==> src/rtl/jogada_capture_if.sv <==
// Button/jogada bundle between the player input side and the capture block.
// The capture block owns the slave view; whoever drives the buttons owns the master view.
interface jogada_capture_if #(
    parameter int WIDTH = 4
);
    logic             limpa;
    logic [WIDTH-1:0] botoes;
    logic [WIDTH-1:0] jogada;
    logic             jogada_feita;
    logic             jogada_valida;
    logic             ativo;

    modport master (
        output limpa,
        output botoes,
        input  jogada,
        input  jogada_feita,
        input  jogada_valida,
        input  ativo
    );

    modport slave (
        input  limpa,
        input  botoes,
        output jogada,
        output jogada_feita,
        output jogada_valida,
        output ativo
    );
endinterface

==> src/rtl/jogada_capture.sv <==
// Debounced capture of the player's button press for the memory game.
// Holds the accepted pattern for the datapath mux D1 input and pulses once per press.
module jogada_capture #(
    parameter int WIDTH           = 4,
    parameter int DEBOUNCE_CYCLES = 3
) (
    input  logic             clock,
    input  logic             reset,
    jogada_capture_if.slave  bus
);
    localparam int CW = $clog2(DEBOUNCE_CYCLES + 1);
    localparam logic [CW-1:0] N_C = CW'(DEBOUNCE_CYCLES);

    typedef enum logic [1:0] {
        IDLE = 2'd0,
        DEB  = 2'd1,
        REL  = 2'd2
    } state_t;

    state_t           state, state_n;
    logic [CW-1:0]    cnt, cnt_n, cnt_inc;
    logic [WIDTH-1:0] cand, cand_n;
    logic [WIDTH-1:0] jogada, jogada_n;
    logic             feita, feita_n;
    logic             valida, valida_n;
    logic             ativo, ativo_n;
    logic             accept;
    logic [WIDTH-1:0] acc_pat;

    function automatic logic onehot(input logic [WIDTH-1:0] p);
        return (p != '0) && ((p & (p - 1'b1)) == '0);
    endfunction

    assign cnt_inc = cnt + 1'b1;

    always_comb begin
        state_n  = state;
        cnt_n    = cnt;
        cand_n   = cand;
        jogada_n = jogada;
        feita_n  = 1'b0;
        valida_n = valida;
        ativo_n  = ativo;
        accept   = 1'b0;
        acc_pat  = cand;

        unique case (state)
            IDLE: begin
                if (bus.botoes != '0) begin
                    cand_n = bus.botoes;
                    cnt_n  = CW'(1);
                    if (DEBOUNCE_CYCLES == 1) begin
                        accept  = 1'b1;
                        acc_pat = bus.botoes;
                    end else begin
                        state_n = DEB;
                    end
                end
            end
            DEB: begin
                // Any deviation drops back to IDLE; the new pattern is taken next edge
                if (bus.botoes != cand) begin
                    state_n = IDLE;
                    cnt_n   = '0;
                end else begin
                    cnt_n = cnt_inc;
                    if (cnt_inc == N_C) accept = 1'b1;
                end
            end
            REL: begin
                if (bus.botoes == '0) begin
                    cnt_n = cnt_inc;
                    if (cnt_inc == N_C) begin
                        state_n = IDLE;
                        cnt_n   = '0;
                        ativo_n = 1'b0;
                    end
                end else begin
                    cnt_n = '0;
                end
            end
            default: begin
                state_n = IDLE;
                cnt_n   = '0;
            end
        endcase

        if (accept) begin
            state_n  = REL;
            cnt_n    = '0;
            ativo_n  = 1'b1;
            jogada_n = acc_pat;
            feita_n  = 1'b1;
            valida_n = onehot(acc_pat);
        end

        // Clear beats a simultaneous accept but leaves the FSM alone
        if (bus.limpa) begin
            jogada_n = '0;
            valida_n = 1'b0;
            feita_n  = 1'b0;
        end
    end

    always_ff @(posedge clock) begin
        if (!reset) begin
            state  <= IDLE;
            cnt    <= '0;
            cand   <= '0;
            jogada <= '0;
            feita  <= 1'b0;
            valida <= 1'b0;
            ativo  <= 1'b0;
        end else begin
            state  <= state_n;
            cnt    <= cnt_n;
            cand   <= cand_n;
            jogada <= jogada_n;
            feita  <= feita_n;
            valida <= valida_n;
            ativo  <= ativo_n;
        end
    end

    assign bus.jogada        = jogada;
    assign bus.jogada_feita  = feita;
    assign bus.jogada_valida = valida;
    assign bus.ativo         = ativo;
endmodule

==> src/flat_wrapper.sv <==
// flat-port wrapper written by rule: the top's interface ports become plain ports
module jogada_capture_flat 
#(
    parameter int WIDTH           = 4,
    parameter int DEBOUNCE_CYCLES = 3
)
  (clock, reset, bus_limpa, bus_botoes, bus_jogada, bus_jogada_feita, bus_jogada_valida, bus_ativo);
  jogada_capture_if #(.WIDTH(WIDTH)) bus_i ();
  input  logic clock;
  input  logic reset;
  input wire logic [$bits(bus_i.limpa)-1:0] bus_limpa;
  input wire logic [$bits(bus_i.botoes)-1:0] bus_botoes;
  output wire logic [$bits(bus_i.jogada)-1:0] bus_jogada;
  output wire logic [$bits(bus_i.jogada_feita)-1:0] bus_jogada_feita;
  output wire logic [$bits(bus_i.jogada_valida)-1:0] bus_jogada_valida;
  output wire logic [$bits(bus_i.ativo)-1:0] bus_ativo;
  assign bus_i.limpa = bus_limpa;
  assign bus_i.botoes = bus_botoes;
  assign bus_jogada = bus_i.jogada;
  assign bus_jogada_feita = bus_i.jogada_feita;
  assign bus_jogada_valida = bus_i.jogada_valida;
  assign bus_ativo = bus_i.ativo;
  jogada_capture #(.WIDTH(WIDTH), .DEBOUNCE_CYCLES(DEBOUNCE_CYCLES)) u_core (.clock(clock), .reset(reset), .bus(bus_i));
endmodule
==> config.mk <==
export PLATFORM = sky130hd
export DESIGN_NAME = jogada_capture_flat
export DESIGN_NICKNAME = d
export VERILOG_FILES = /design/src/rtl/jogada_capture_if.sv /design/src/rtl/jogada_capture.sv /design/src/flat_wrapper.sv
export SDC_FILE = /design/constraint.sdc
export NUM_CORES = 1
export LEC_CHECK = 0
export CORE_ASPECT_RATIO = 0.9
export CORE_MARGIN = 4
export CORE_UTILIZATION = 44
export DETAILED_ROUTE_END_ITERATION = 6
export PLACE_DENSITY = 0.71
export SLEW_MARGIN = 20
export SYNTH_ARGS = -nofsm -noshare
export SYNTH_HDL_FRONTEND = slang
export SYNTH_SLANG_ARGS = --single-unit
==> constraint.sdc <==
create_clock -name clock -period 1.4 [get_ports clock]
set_input_delay 0.28 -clock clock [delete_from_list [all_inputs] [get_ports clock]]
set_output_delay 0.28 -clock clock [all_outputs]
set_load 0.02 [all_outputs]
==> results of run 1 <==
[worst min path at each step]
stage	slack, ns	startpoint	to
finish	0.45	u_core.bus.jogada[0]	u_core.bus.jogada[0]
global route	0.48	u_core.bus.jogada[1]	u_core.bus.jogada[1]
CTS	0.45	u_core.bus.jogada[1]	u_core.bus.jogada[1]
detailed placement	0.44	u_core.bus.jogada[1]	u_core.bus.jogada[1]
global placement	0.44	u_core.bus.jogada[1]	u_core.bus.jogada[1]
floorplan	0.36	bus_limpa	u_core.bus.jogada_feita
[cell families after synthesis]
group	synth area share, %
AO/OA/AOI/OAI	13.4
XOR/XNOR	6.00
AND/OR/NAND/NOR	26.6
buffers and inverters	3.60
adder cells (fa/ha/maj)	5.15
flip-flops	41.2
multiplexers	4.12
[synthesized netlist by cell type (all sizes together) (2+ instances only)]
cell	count	area share (%)
xor2	4	4.8
nor4	2	3.8
inv	3	1.5
dfxtp	15	41
ha	3	5.1
nor3	4	2.7
nand4	3	2.6
a21oi	3	2.1
mux2i	3	4.1
nand2	10	5.1
and2	2	1.7
o21ai	6	4.1
a22oi	4	4.1
nand2b	4	3.4
nor2	7	3.6
[what timing repair did]
item,in CTS,in global routing
setup buffers,1,2
hold endpoints to repair,0,0
hold buffers,0,0
pin swaps,3,5
setup endpoints to repair,22,11
cloned,0,0
gates resized for setup,17,9
[layout by cell type, fill, tap and decap left out, types with 3 or more instances in the layout]
cell type / Yosys / layout
nand2_1: 10 / 9
a21oi_1: 3 / 3
mux2i_1: 3 / 3
buf_4: 0 / 17
dfxtp_1: 15 / 12
nor2_1: 7 / 6
dfxtp_2: 0 / 3
nand2b_1: 4 / 4
clkbuf_4: 0 / 3
dlygate4sd2_1: 0 / 11
nand4_1: 3 / 3
o21ai_1: 2 / 4
inv_1: 3 / 3
a22oi_1: 4 / 4
[power groups by stage]
stage	Combinational (W)	Sequential, W	Clock [W]
after floorplan	0.0000754	0.000467	0
after global placement	0.000155	0.000463	0
after detailed placement	0.000160	0.000463	0
after CTS	0.000164	0.000453	0.000255
after global routing	0.000193	0.000456	0.000283
final	0.000178	0.000455	0.000254
[flip-flops by register name, indices dropped and copies added, names as in the netlist]
register and count:
u_core.state 2, u_core.cnt 2, u_core.bus.jogada_valida 1, u_core.acc_pat 4
u_core.bus.ativo 1, u_core.bus.jogada_feita 1, u_core.bus.jogada 4
[metal layers]
layer / global-route usage, % / up-vias
met3: 7.12 / 6
met5: 0 / -
met4: 4.84 / 0
met2: 33.4 / 29
li1: - / 356
met1: 19.3 / 340
[area by class of cell]
cell class	count	area share, %
inverter	3	1.04
timing repair buffer	31	23.6
sequential	15	28.2
tap	22	2.55
multi-input combinational	63	42.2
clock buffer	4	2.43
[worst register-to-register path, stage by stage (launching register included)]
cell      delay [ns]
dfxtp_2         0.35
xor2_2          0.15
nor4_4          0.31
buf_4           0.17
nand3_2         0.09
a311oi_2        0.24
[through the flow]
step                      utilization, %  setup slack (ns)
final                               71.4           -0.0492
after global routing                71.4           -0.0682
after CTS                           68.7           -0.0133
after detailed placement            66.3            -0.554
after global placement              66.3            -0.532
after floorplan                        -          -0.00116
==> key figures, run 1 <==
Power
  • Total power: just under 0.0009 W
  • Clock Power Share: 28.6%
  • Peak VDD IR: ~750 µV
  • Part of the power in registers: between 50% and 60%
  • Comb power frac: between 20 and 25%
  • Psw: ~0.00024 W
  • LEAKAGE: around 0.46 nW
  • PwrDens: 821 nW/µm²
  • Int Power: between 0.0006 and 0.0007 W
  • Switching Fraction: between 20 and 30%

Floorplanning
  • Full die area: 2370 µm²
  • IO Count: 14
  • Row cnt: 13
  • Core area: approximately 1500 µm²
  • Initial Util: 48.2%
  • Die height: ~47 µm
  • Die Wd: 50.9 µm

Final layout
  • Number of fill cells in the layout: 140
  • N_diodes: 0
  • Design Area, Final: ~1100 µm²
  • Ratio of cells with drive above 1 in the final layout: between 30% and 40%
  • Area Growth Syn to Fin: 48.0%
  • Finished Layout Cells: 138
  • Multi-input gate area: between 400 and 500 µm²
  • Sequential Area: 304 µm²
  • NumNets Final: 127

Timing
  • Final Cycle Share: 104%
  • RSZ-0062 raised after global routing: true
  • Max-slew violations: 0
  • Final Hold Viols: 0
  • WHS: between 0.4 and 0.5 ns
  • Max Fclk: just under 700 MHz
  • Setup WS post-layout: -0.0492 ns
  • Final Setup Violations: 1
  • Setup TNS Final: -0.0492 ns
  • Layout Skew: 0.00249 ns
  • Slew Limit Headroom: 79.5%
  • Min Tclk post-route: around 1.4 ns
  • Slew @ Worst Pin: around 0.3 ns

Setup path
  • Reg2Reg Capture Point: u_core.cnt[0]
  • Largest stage delay on the critical path: between 0.5 and 0.6 ns
  • Setup crit end: u_core.cnt[0]
  • Reg2reg setup slack: -0.01 ns
  • Buf/Inv on CP: 1
  • Worst setup EP type: flop
  • Setup crit start kind: input port
  • CP startpoint: bus_botoes[3]
  • Crit-path max FO: 4
  • Setup CP Type: input port to flop
  • Cell family with most CP delay: simple AND/OR/NAND/NOR gates
  • Crit path cell chain: dlygate4sd2_1, or4_4, nor2_2, nand2_1, a311oi_2
  • Crit path DAT: 1.64 ns
  • R2R Path Start: u_core.acc_pat[0]
  • Crit path max-delay cell type: or4_4
  • Worst r2r path cells: 5
  • Required @ worst endpoint: around 1.6 ns
  • Instance count on the critical path: 5

Synth
  • Syn Std Cell Area: 729 µm²
  • Post-synth EDFFs: 0
  • Syn Nets: between 90 and 100
  • Synth cell types: 27
  • Ys flop type: dfxtp_1
  • Synthesized area per cell: between 8 and 9 µm²
  • Synth Register Bits: 15
  • Gate Count Post-Synth: between 80 and 90
  • Post-synthesis sequential area ratio: 41.2%
  • Post-synthesis async set-or-reset flop share: 0%
  • Synth warn: 0

Route
  • Met1 WL: ~800 µm
  • Met2 wire length: 999 µm
  • Number of DRC markers in iteration 0: 17
  • Routed wire length: around 2 mm
  • Met3 WL post-DR: 107 µm
  • Detailed-route DRC error count: 0
  • First-pass iteration count of the detailed router: 5
  • Routed Antenna Nets: 0
  • Via density: 5.30
  • Wire length per cell: approximately 14 µm
  • Max layer used: met4
  • Via count: 731

Placement
  • Post-detail-place hpwl: 1.38 mm
  • Global placement routability congestion: 0.731
  • Port Buffer Count: 13
  • Placed cell count: 131
  • DP Area: around 1000 µm²

GRT
  • Total GRT Usage: ~18%
  • Pin count of the biggest net entering global routing: 11
  • Vias in the first global route: roughly 680
  • Antenna violations before repair: 0
  • Global-route wire length before repair: 3.00 mm
  • Remaining Overflow, GRT: 0

Status
  • Violated checks: setup timing
  • Status: finished with violations

Clock network
  • Root Driver: clkbuf_4
  • H-tree Lvls: 1
  • Clock Tree Buf Depth: 2
  • Clock latency on the worst-skew pair: slightly below 0.3 ns
  • Worst-path clk slew: approximately 0.09 ns
  • CTS Buf Count: 3
  • Clock sinks: 15
  • CTS tree: yes

Hold path
  • Hold Crit Class: flop to flop
  • Hold Path Depth: 2

Job
  • Max Cap Viol: 0
Note: power is estimated with default switching activity, not from simulation.
==> inputs of run 2 (changes only) <==
Settings changed: CELL_PAD_IN_SITES_DETAIL_PLACEMENT from default to 0, CELL_PAD_IN_SITES_GLOBAL_PLACEMENT from default to 1, CORE_UTILIZATION 44 to 33, SKIP_CTS_REPAIR_TIMING from default to 1.
==> run 2 against run 1 <==
- the run now ends clean
- combinational power fell by 4%
- critical path depth fell by 1
- clock-buffer cell count did not move
- core utilization fell by 16 points
- maximum frequency rose by 3.9%
- critical endpoint is now u_core.bus.jogada[3]
- clock skew rose by 0.0062 ns
==> key figures, run 2 (synthesis gave the netlist of run 1 again) <==
Hold path
  • Hold Crit Class: input port to flop

Job
  • Max Cap Viol: 0

Timing
  • Slew @ Worst Pin: ~0.4 ns
  • Max Fclk: slightly above 700 MHz
  • WHS: ~0.40 ns
  • Layout Skew: between 0.008 and 0.009 ns
  • Final Cycle Share: between 90 and 100%
  • Slew Limit Headroom: around three quarters
  • Max-slew violations: 0
  • Final Setup Violations: 0
  • Min Tclk post-route: 1.40 ns
  • RSZ-0062 raised after global routing: true
  • Final Hold Viols: 0

Route
  • Routed Antenna Nets: 0
  • Via density: around 5.0
  • Wire length per cell: around 13 µm
  • Routed wire length: about 1.8 mm
  • First-pass iteration count of the detailed router: 4
  • Via count: around 690
  • Detailed-route DRC error count: 0
  • Number of DRC markers in iteration 0: 11

Clock network
  • Worst-path clk slew: 0.09 ns
  • Clock Tree Buf Depth: 2
  • Clock latency on the worst-skew pair: 0.28 ns
  • H-tree Lvls: 1
  • CTS Buf Count: 3
  • Clock sinks: 15
  • Root Driver: clkbuf_4
  • CTS tree: yes

Floorplanning
  • Die height: between 50 and 60 µm
  • Core area: approximately 2000 µm²
  • Row cnt: 15
  • Full die area: 3030 µm²
  • Die Wd: roughly 58 µm
  • Initial Util: a little over a third
  • IO Count: 14

GRT
  • Remaining Overflow, GRT: 0
  • Total GRT Usage: between 10% and 20%
  • Vias in the first global route: approximately 640
  • Antenna violations before repair: 0
  • Pin count of the biggest net entering global routing: 11
  • Global-route wire length before repair: roughly 2.8 mm

Final layout
  • Ratio of cells with drive above 1 in the final layout: 28.3%
  • Area Growth Syn to Fin: 51.1%
  • Most common cell after layout, fill and taps aside: buf_4
  • Number of fill cells in the layout: between 150 and 200
  • NumNets Final: between 100 and 150
  • Most frequent cells in the layout: 15 x buf_4, 11 x dlymetal6s2s_1, 11 x dfxtp_1
  • N_diodes: 0
  • Design Area, Final: about 1100 µm²

Power
  • Part of the power in registers: 52.1%
  • Switching Fraction: 26.7%
  • Clock Power Share: 28.4%
  • Comb power frac: about a fifth
  • LEAKAGE: approximately 0.57 nW
  • PwrDens: around 800 nW/µm²
  • Peak VDD IR: between 400 and 500 µV
  • Int Power: approximately 0.00064 W
  • Psw: about 0.00023 W

Placement
  • Post-detail-place hpwl: approximately 1.3 mm
  • Global placement routability congestion: 0.789
  • DP Area: around 1000 µm²
  • Port Buffer Count: 13

Setup path
  • Setup CP Type: flop to flop
  • Required @ worst endpoint: about 1.6 ns
  • Crit path DAT: 1.62 ns
  • Crit path cell chain: xor2_2, nor4_4, and2_4, mux2i_1
  • Largest stage delay on the critical path: 0.39 ns
  • Setup crit start kind: flop
  • Worst setup EP type: flop
  • Crit-path max FO: 6
  • Crit path max-delay cell type: nor4_4

Status
  • Status: finished, final reports clean
run 2: final cells by class:
| class | count | area, µm² | share of cell area, % |
|---|---|---|---|
| flip-flops and latches | 15 | 305 | 27.7 |
| multi-input cells | 63 | 458 | 41.5 |
| inverters | 3 | 11.3 | 1.02 |
| well taps | 25 | 31.3 | 2.84 |
| repair buffers | 28 | 270 | 24.5 |
| clock buffers | 4 | 26.3 | 2.38 |
run 2: layer usage:
metal / up-vias / global-route usage [%] / share of wire (%)
met4: 0 / 3.47 / 0.74
met2: 25 / 20.5 / 46
met5: - / 0 / 0
li1: 351 / - / -
met1: 311 / 14.6 / 46
met3: 2 / 5.67 / 8.0
run 2: final timing paths:
kind / startpoint / end / slack [ns] / depth (start not counted)
min reg2reg: u_core.bus.jogada[1] / u_core.bus.jogada[1] / 0.45 / 2
min: bus_botoes[3] / u_core.acc_pat[3] / 0.40 / 3
max: u_core.acc_pat[0] / u_core.bus.jogada[3] / 0.005 / 4
max reg2reg: u_core.acc_pat[0] / u_core.bus.jogada[3] / 0.005 / 4
run 2: power by group through the flow:
| stage | Clock, W | Sequential, W | Combinational (W) |
|---|---|---|---|
| floorplan | 0 | 0.000467 | 0.0000754 |
| global placement | 0 | 0.000463 | 0.000159 |
| detailed placement | 0 | 0.000463 | 0.000161 |
| CTS | 0.000263 | 0.000453 | 0.000162 |
| global route | 0.000278 | 0.000457 | 0.000187 |
| finish | 0.000248 | 0.000455 | 0.000170 |
run 2: per-stage QoR:
| stage | setup slack (ns) | TNS, ns | util (%) | instances | total power (W) |
|---|---|---|---|---|---|
| detailed placement | -0.565 | -6.82 | 50.1 | 134 | 0.000624 |
| floorplan | -0.00116 | -0.00116 | - | 83 | 0.000542 |
| finish | 0.00462 | 0 | 54.9 | 138 | 0.000873 |
| global placement | -0.562 | -6.74 | 50.1 | 134 | 0.000622 |
| global route | -0.0938 | -0.209 | 54.9 | 138 | 0.000921 |
| CTS | -0.257 | -3.00 | 51.4 | 138 | 0.000877 |
run 2: worst max-delay path: cells and delay by family (launching register included):
| kind | cells | cell delay [ns] |
|---|---|---|
| XOR/XNOR | 1 | 0.15 |
| AND/OR/NAND/NOR | 2 | 0.65 |
| flip-flops | 1 | 0.34 |
| multiplexers | 1 | 0.18 |
